**config.mk**
```make
export PLATFORM = sky130hd
export DESIGN_NAME = load_store_port_arbiter
export DESIGN_NICKNAME = d
export VERILOG_FILES = /design/src/rtl/load_store_port_arbiter.sv
export SDC_FILE = /design/constraint.sdc
export NUM_CORES = 1
export LEC_CHECK = 0
export CAP_MARGIN = 10
export CORE_AREA = 2 2 39 41
export CTS_BUF_LIST = sky130_fd_sc_hd__clkbuf_8
export CTS_CLUSTER_SIZE = 40
export DETAILED_ROUTE_END_ITERATION = 10
export DIE_AREA = 0 0 41 43
export GPL_ROUTABILITY_DRIVEN = 0
export PLACE_DENSITY = 0.48
export SETUP_SLACK_MARGIN = 0.3
export SLEW_MARGIN = 20
export SYNTH_ARGS = -nofsm -noshare
export SYNTH_HDL_FRONTEND = slang
export SYNTH_SLANG_ARGS = --single-unit
```
**constraint.sdc**
```tcl
create_clock -name clk -period 1.5 [get_ports clk]
set_input_delay 0.225 -clock clk [delete_from_list [all_inputs] [get_ports clk]]
set_output_delay 0.225 -clock clk [all_outputs]
set_load 0.1 [all_outputs]
```
**src/rtl/load_store_port_arbiter.sv**
```systemverilog
// Arbitrates the single data-memory port between the load-queue head and the store-queue head.
// Optional store-starvation guard is enabled with macro LS_ARB_STARVE_GUARD_EN.
module load_store_port_arbiter #(
    parameter int STARVE_LIMIT = 8,
    parameter int CNT_W        = 8
) (
    input  logic clk,
    input  logic rst,
    input  logic load_valid,
    input  logic load_conflict,
    input  logic load_is_amo_rmw,
    output logic load_pop,
    input  logic sq_valid,
    input  logic sq_is_amo_rmw,
    input  logic sq_empty,
    output logic sq_pop,
    input  logic port_ready,
    output logic port_valid,
    output logic port_sel_store,
    input  logic fence_req,
    output logic fence_done,
    output logic amo_locked
);

    typedef enum logic [1:0] {NORMAL, AMO_WAIT, DRAIN} state_t;

    state_t state_q, state_d;
    logic   fence_done_q, fence_done_d;
    logic   ld_ok, st_ok, starved;
    logic   ld_pick, st_pick;

    if (STARVE_LIMIT < 1 || STARVE_LIMIT > 255 || (STARVE_LIMIT >> CNT_W) != 0) begin : g_bad_cfg
        $error("load_store_port_arbiter: STARVE_LIMIT must be 1..255 and below 2**CNT_W");
    end

    assign ld_ok = load_valid & ~load_conflict;
    assign st_ok = sq_valid;

`ifdef LS_ARB_STARVE_GUARD_EN
    logic [CNT_W-1:0] starve_cnt_q, starve_cnt_d;

    assign starved = (starve_cnt_q >= CNT_W'(STARVE_LIMIT));

    // Counts consecutive load grants that overtook a released store; saturates at the limit.
    always_comb begin
        starve_cnt_d = starve_cnt_q;
        if (sq_pop || !sq_valid) begin
            starve_cnt_d = '0;
        end else if (load_pop && !starved) begin
            starve_cnt_d = starve_cnt_q + CNT_W'(1);
        end
    end

    always_ff @(posedge clk) begin
        if (rst) begin
            starve_cnt_q <= '0;
        end else begin
            starve_cnt_q <= starve_cnt_d;
        end
    end
`else
    assign starved = 1'b0;
`endif

    always_comb begin
        ld_pick      = 1'b0;
        st_pick      = 1'b0;
        state_d      = state_q;
        fence_done_d = 1'b0;
        unique case (state_q)
            NORMAL: begin
                // A pending fence stops new loads so the store queue can drain.
                ld_pick = ld_ok & ~fence_req;
                st_pick = st_ok & (~ld_pick | starved);
                ld_pick = ld_pick & ~st_pick;
            end
            AMO_WAIT: st_pick = sq_valid & sq_is_amo_rmw;
            DRAIN:    st_pick = st_ok;
            default:  ;
        endcase

        load_pop = ld_pick & port_ready;
        sq_pop   = st_pick & port_ready;

        unique case (state_q)
            NORMAL: begin
                if (load_pop && load_is_amo_rmw) begin
                    state_d = AMO_WAIT;
                end else if (fence_req && port_ready && !sq_pop) begin
                    state_d = DRAIN;
                end
            end
            AMO_WAIT: begin
                if (sq_pop) begin
                    state_d = NORMAL;
                end
            end
            DRAIN: begin
                // Completion is independent of port_ready: an empty queue needs no port access.
                if (sq_empty && !sq_pop) begin
                    state_d      = NORMAL;
                    fence_done_d = 1'b1;
                end
            end
            default: state_d = NORMAL;
        endcase
    end

    always_ff @(posedge clk) begin
        if (rst) begin
            state_q      <= NORMAL;
            fence_done_q <= 1'b0;
        end else begin
            state_q      <= state_d;
            fence_done_q <= fence_done_d;
        end
    end

    assign port_valid     = load_pop | sq_pop;
    assign port_sel_store = sq_pop;
    assign fence_done     = fence_done_q;
    assign amo_locked     = (state_q == AMO_WAIT);

endmodule

```
Word-level counts from Yosys, hierarchy flattened --
Index checks and enable logic that the tools add are counted.
Storage, ports and cells: word-level logic and storage cells 36, register bits 3
Operators by class: equality and inequality tests 5, reductions and logical operators 8, bitwise logic cells 13, muxes and demuxes 8
Operator list (number):
- 2-bit 2-to-1 mux | 4
- 1-bit AND | 7
- 2-bit one-hot mux with 3 select lines | 1
- 1-bit inverter | 5
- 1-bit logical AND | 4
- 2-bit inequality test (second input constant) | 2
- 3-bit inequality test (second input constant) | 1
- 1-bit one-hot mux with 3 select lines | 1
- 3-bit AND reduction | 1
- 2-bit by 1-bit == test with 1-bit output (second input constant) | 1
- 2-bit == test (second input constant) | 1
- 2-bit zero test | 1
- 1-bit 2-to-1 mux | 2
- 2-bit OR reduction | 1
- 1-bit zero test | 1
- 1-bit bitwise OR | 1

Depth between registers and ports, before layout --
Gate-level depths: netlist (run 1).
depth after elaboration 12, depth in mapped cells 4, mapped depth without buffers 3

Worst setup path before layout (run 1) --
Ideal clock, no wire load.
kind reg2out, start point reg state_q[1], end point out sq_pop, data arrival time 3500 ps, slack -2225 ps, path buffers 1, required time 1275 ps, cell stages (with the launch flop) 5, cell sequence dfxtp_1 nor3_1 and3b_1 a211oi_1 buf_4
On the way: cells in the longest elaborated chain, start to end 3
Ends and longest elaborated chain:
- from (decl) | RTL line 27 | state_t state_q, state_d;
- from (signal assigned) | RTL line 114 | state_q <= state_d;
- 2-bit == test, or another cell as far along | RTL line 70 | unique case (state_q)
- 1-bit one-hot mux with 3 select lines * | RTL line 70
- 1-bit AND * | RTL line 83 | sq_pop = st_pick & port_ready;
- to (decl) | RTL line 16 | output logic sq_pop,
Mark *: on every way between the ends. The rest lies on a longest branch, timed or not.

Final worst setup path (run 1) --
start point reg state_q[1], end point out port_sel_store
On the way: cells in the longest elaborated chain, start to end 3
Ends and longest elaborated chain:
- 2-bit == test, or another cell as far along | RTL line 70
- 1-bit one-hot mux with 3 select lines * | RTL line 70
- 1-bit AND * | RTL line 83
- to (decl) | RTL line 19 | output logic port_sel_store,
Marked as above.

==> out/metrics.yaml, run 1 <==
outcome:
  status: "complete, but fails checks"
  violations: "setup timing"
placement:
  place_hpwl_um: 619.1
  dp_slack_ns: -0.2640
  dpl_cell_area_um2: 476.7
  port_buffers: 15
  dp_cells: 56
cts:
  cts-buffers-inserted: 3
  cts.sinks: 3
  cts_tree: "yes"
  root_buffer: "clkbuf_8"
  ctsHoldBuffers: 0
  h-tree-depth: 1
  path_clk_slew_ns: 0.03
  insertion_delay_ns: 0.22
  clk_path_buf_depth: 2
timing:
  hold_ws_ns: 0.6079
  relSlewSlack: 0.8003
  layout_min_cycle_time_ns: 1.564
  slew_viol_final: 0
  fmax_ghz: 0.6395
  rsz0062_at_grt: "yes"
  timing.final.ws_setup_ns: -0.06381
  setup_viol: 4
  hold_viol_final: 0
  worst_clock_skew_ns: 0.001650
  worstMarginPinSlew_ns: 0.2986
  post-route-period-util: 1.043
power_and_ir_drop:
  cell_internal_pwr_uw: 318.3
  seqPwrFrac: 0.181
  leakage_uw: 0.0002381
  p_clk_frac: 0.501
  swShare: 0.3021
  p_sw_uw: 137.8
  pwr-share-comb: 0.318
  p_per_area_nw_per_um2: 806.3
  max-vdd-ir-drop_mv: 0.5793
grt:
  overflow: 0
  grt_pass1_vias: 323
  grt_max_degree: 7
  antenna_found_initial: 0
  grt_use_total: 0.1142
  grt_pass1_wl_mm: 1.311
yosys:
  synth.distinct_cells: 20
  synth-seq-cells: 3
  ys_seq_area_frac: 0.2857
  synthCells: 23
  syn-cell-area_um2: 210.2
  syn_nets: 33
  synth_warnings: 0
  avgSynthCellArea_um2: 9.139
die:
  fp.dieW_um: 41
  coreArea_um2: 1384
  io_pins: 16
  die_area_um2: 1763
  initial_utilization: 0.1519
  die_h_um: 43
  row_count: 14
critical_path:
  cp-start-kind: "flop"
  critPathArrivalTime_ns: 1.34
  startpoint: "state_q[1]"
  slowest_stage: "dfxtp_4"
  crit_fanout: 4
  crit_type: "flop to primary output"
  cp_num_buf_inv: 1
  max_stage_delay_ns: 0.36
  required_ns: 1.27
  cp_top_family: "flip-flops"
  crit_path_cell_trace: "nor3_4 -> and3b_2 -> a211oi_4 -> buf_12"
  reg2reg_from: "state_q[0]"
  critPathCaptureType: "primary output"
cells_and_area:
  drive_gt1_frac: 0.5435
  register_area_um2: 67.56
  area_growth_pct: 169.0
  n_antenna_cell: 0
  multi_input_area_um2: 185.2
  final_nets: 57
  stdcell_count: 62
  final_util: 0.4087
  fin_area_um2: 565.5
  fill_cells: 134
worst_hold_path:
  worstHoldPathType: "flop to flop"
  hp-start: "state_q[1]"
drt:
  viasPerCell: 4.565
  wl_um: 853
  drc_errors: 0
  dr.pass1.iters: 1
  vias: 283
  drtAntennaViolNets: 0
  routedWlPerCell_um: 13.76
  drt-initial-drc-count: 0
job:
  cap_viol_max_count: 0
## per-stage QoR
| step | setup TNS, ns | total power (µW) |
|---|---|---|
| after floorplan | -0.8591 | 162.2 |
| after global placement | -0.8724 | 221.0 |
| after detailed placement | -1.032 | 222.9 |
| after CTS | -0.2947 | 460.7 |
| after global routing | -0.4221 | 474.5 |
| final | -0.2032 | 456.0 |
## worst min-delay path, delay by kind of cell, from the launching register on
family,cells,cell delay (ns)
flops,1,0.36
buf+inv,1,0.13
compound gates,1,0.07
## area by class of cell
type                            instances  share of cell area
Sequential cell                         3              0.1195
Clock buffer                            3             0.07301
Tap cell                               16             0.03540
Multi-Input combinational cell         18              0.3274
Clock inverter                          1            0.006637
Inverter                                1            0.006637
Timing Repair Buffer                   20              0.4314
## registers in the layout, indices dropped and copies added, names as in the netlist
signal      cells
fence_done      1
state_q         2
## final timing paths
kind,slack [ns],depth (start not counted),end
max,-0.06,4,port_sel_store
min,0.61,2,state_q[0]
max reg2reg,0.40,4,state_q[0]
min reg2reg,0.61,2,state_q[0]
## layer usage
metal	wire [µm]	vias up	global-route usage
met5	0	-	0
met4	14	0	0.08000
met3	102	2	0.03665
met2	408	19	0.1906
met1	328	127	0.1086
li1	-	135	-
## cell usage after synthesis (all sizes together)
master | number | area, µm²
dfxtp | 3 | 60.06
and2b | 1 | 7.510
a311oi | 1 | 15.01
nand3 | 1 | 5.000
and3b | 1 | 8.760
and4bb | 1 | 12.51
nor3 | 2 | 10.01
a21boi | 1 | 7.510
nand2 | 1 | 3.750
o21a | 1 | 7.510
buf | 1 | 7.510
and2 | 1 | 6.260
and4b | 1 | 10.01
nand2b | 1 | 6.260
nor4b | 1 | 8.760
a21oi | 1 | 5.000
a22oi | 1 | 7.510
a211oi | 1 | 7.510
inv | 1 | 3.750
a21bo | 1 | 10.01
## cell families (layout without fill, tap and decap cells)
logic type             after synthesis  count (layout)  synth area share
AND/OR/NAND/NOR                     11              11            0.3750
AO/OA/AOI/OAI                        7               7            0.2857
flip-flops                           3               3            0.2857
buffers and inverters                2              25           0.05357
## timing repair
action	4_1_cts	5_1_grt
buffers inserted	2	0
pin swaps	3	2
gates resized for setup	14	2
endpoints found under the setup margin	6	5
## power by group through the flow
stage	Clock, µW	Sequential (µW)	Combinational (µW)
after floorplan	0	86.9	75.3
after global placement	0	84.5	136
after detailed placement	0	84.6	138
after CTS	235	82.6	143
after global routing	239	82.9	152
final	228	82.6	145
## layout by cell type (no fill, tap or decap), types with 2 or more instances in the layout
master,instances
dfxtp_4,2
buf_12,6
clkdlybuf4s50_1,3
inv_1,2
dlygate4sd2_1,6
clkbuf_8,3
buf_4,4
(Power assumes the default switching activity.)
==> run 2: changes to the inputs <==
--- a/config.mk
+++ b/config.mk
@@ -11,7 +11,6 @@
 export CTS_CLUSTER_SIZE = 40
 export DETAILED_ROUTE_END_ITERATION = 10
 export DIE_AREA = 0 0 41 43
-export GPL_ROUTABILITY_DRIVEN = 0
 export PLACE_DENSITY = 0.48
 export SETUP_SLACK_MARGIN = 0.3
 export SLEW_MARGIN = 20
==> results of run 2 <==
Final layout, timing and power as in run 1 (identical DEF).
==> run 3: changes to the inputs <==
--- a/config.mk
+++ b/config.mk
@@ -7,11 +7,9 @@
 export LEC_CHECK = 0
 export CAP_MARGIN = 10
 export CORE_AREA = 2 2 39 41
-export CTS_BUF_LIST = sky130_fd_sc_hd__clkbuf_8
 export CTS_CLUSTER_SIZE = 40
 export DETAILED_ROUTE_END_ITERATION = 10
 export DIE_AREA = 0 0 41 43
-export PLACE_DENSITY = 0.48
 export SETUP_SLACK_MARGIN = 0.3
 export SLEW_MARGIN = 20
 export SYNTH_ARGS = -nofsm -noshare
==> constraint.sdc (replaced) <==
create_clock -name clk -period 1.28 [get_ports clk]
set_input_delay 0.192 -clock clk [delete_from_list [all_inputs] [get_ports clk]]
set_output_delay 0.192 -clock clk [all_outputs]
set_load 0.1 [all_outputs]
==> run 3 against run 2 <==
The run still ends with setup timing left. Combinational power up 19%. Global-route usage decreased by 1.4 points. Sequential cell count unchanged. Via count increased by 3.2%. Count of clock-buffer cells in the layout increased by 1. Power decreased by 5.0%. Final area down 1.1%. Routed wire length is 21% lower. Die area did not move. Sequential power grew 18%. Critical path type is now input pin to primary output. Highest routed layer is now met3.
==> out/metrics.yaml, run 3 (synthesized netlist as in run 1, its figures left out) <==
drt:
  drc_errors: 0
  drtAntennaViolNets: 0
  drt-initial-drc-count: 8
  vias: 292
  viasPerCell: 4.563
  wl_um: 674
  dr.pass1.iters: 4
  routedWlPerCell_um: 10.53
cts:
  cts_tree: "yes"
  cts.sinks: 3
  h-tree-depth: 1
  cts-buffers-inserted: 3
  root_buffer: "clkbuf_4"
  path_clk_slew_ns: 0.03
  insertion_delay_ns: 0.23
  clk_path_buf_depth: 2
timing:
  rsz0062_at_grt: "yes"
  timing.final.ws_setup_ns: -0.2530
  hold_viol_final: 0
  post-route-period-util: 1.198
  fmax_ghz: 0.6523
  slew_viol_final: 0
  layout_min_cycle_time_ns: 1.533
  worst_clock_skew_ns: 0.002283
  worstMarginPinSlew_ns: 0.3011
  setup_viol: 6
  fin_tns_setup_ns: -1.210
  relSlewSlack: 0.7986
cells_and_area:
  final_cell_mix: "6 x buf_12, 5 x dlygate4sd2_1, 4 x clkdlybuf4s50_1, 4 x buf_4"
  final_util: 0.4042
  area_growth_pct: 166.1
  drive_gt1_frac: 0.5833
  final_nets: 59
  largest_register_ffs: 2
  regMostFlops: "state_q"
  layout_commonest_cell: "buf_12"
  n_antenna_cell: 0
  fin_area_um2: 559.3
power_and_ir_drop:
  p_per_area_nw_per_um2: 774.3
  leakage_uw: 0.0002352
  cell_internal_pwr_uw: 291.2
  pwr-share-comb: 0.396
  seqPwrFrac: 0.225
  max-vdd-ir-drop_mv: 0.2809
  swShare: 0.3275
  p_sw_uw: 141.8
  p_clk_frac: 0.379
grt:
  antenna_found_initial: 0
  overflow: 0
  grt_pass1_wl_mm: 1.124
  grt_max_degree: 7
  grt_pass1_vias: 304
  grt_use_total: 0.1003
placement:
  gp_congestion: 0.7562
  dpl_cell_area_um2: 485.5
  place_hpwl_um: 549.9
  dp_slack_ns: -0.3967
  port_buffers: 15
critical_path:
  critPathArrivalTime_ns: 1.34
  cp-start-kind: "input pin"
  critPathCaptureType: "primary output"
  slowest_stage: "clkdlybuf4s50_1"
  crit_path_cell_trace: "clkdlybuf4s50_1 -> and3b_2 -> a211oi_4 -> buf_12"
  reg2reg_slack_ns: 0
  max_stage_delay_ns: 0.41
  crit_type: "input pin to primary output"
  required_ns: 1.09
  crit_fanout: 3
outcome:
  status: "complete, but fails checks"
  violations: "setup timing"
die:
  coreArea_um2: 1384
  initial_utilization: 0.1519
  fp.dieW_um: 41
  die_h_um: 43
  io_pins: 16
  die_area_um2: 1763
  row_count: 14
job:
  cap_viol_max_count: 0
worst_hold_path:
  worstHoldPathType: "input pin to flop"
==> run 3: cell count changes in the layout (fill, tap and decap cells not counted), sizes merged <==
cell / previous run / this run
buf: 11 / 13
clkbuf: 3 / 4
clkdlybuf4s50: 3 / 4
dlygate4sd2: 6 / 5
inv: 2 / 1
==> run 3: final timing paths <==
| check | startpoint | to | cells after the start |
|---|---|---|---|
| max | load_valid | sq_pop | 4 |
| min | sq_valid | fence_done | 4 |
| max reg2reg | state_q[1] | state_q[1] | 7 |
| min reg2reg | state_q[0] | fence_done | 2 |
==> run 3: critical path, delay by kind of cell <==
family | cells | cell delay, ns
simple gates | 1 | 0.25
buf+inv | 2 | 0.63
compound gates | 1 | 0.27
==> run 3: power groups by stage <==
stage | Clock, µW | Combinational (µW) | Sequential [µW]
3_3_place_gp | 0 | 161 | 98.2
4_1_cts | 172 | 169 | 97.2
5_1_grt | 183 | 179 | 97.3
6_report | 164 | 172 | 97.2
2_1_floorplan | 0 | 88.2 | 102
3_5_place_dp | 0 | 163 | 98.3
==> run 3: routing by layer <==
layer / up-vias / global-route usage / share of wire
li1: 138 / - / -
met1: 142 / 0.1058 / 0.35
met2: 12 / 0.1438 / 0.60
met3: 0 / 0.03141 / 0.045
met4: 0 / 0.1000 / 0
met5: - / 0 / 0
==> run 3: timing repair <==
action,CTS,global route
gates resized for setup,11,2
endpoints found under the setup margin,8,8
hold buffers,0,0
pin swaps,2,4
buffers inserted,2,1
==> run 3: metrics by stage <==
step | hold WS, ns | power [µW] | cells
finish | 0.5428 | 433.1 | 64
global route | 0.5571 | 458.9 | 64
CTS | 0.5368 | 438.1 | 63
detailed placement | 0.5715 | 261.0 | 57
global placement | 0.5644 | 259.7 | 57
floorplan | 0.2506 | 190.2 | 23
==> run 3: area by class of cell <==
class                   count  area, µm²
flip-flops and latches      3      66.31
inverters                   1      3.754
clock buffers               4      26.28
multi-input cells          18      175.2
well taps                  16      20.02
repair buffers             22      267.8
fillers                   139      824.5
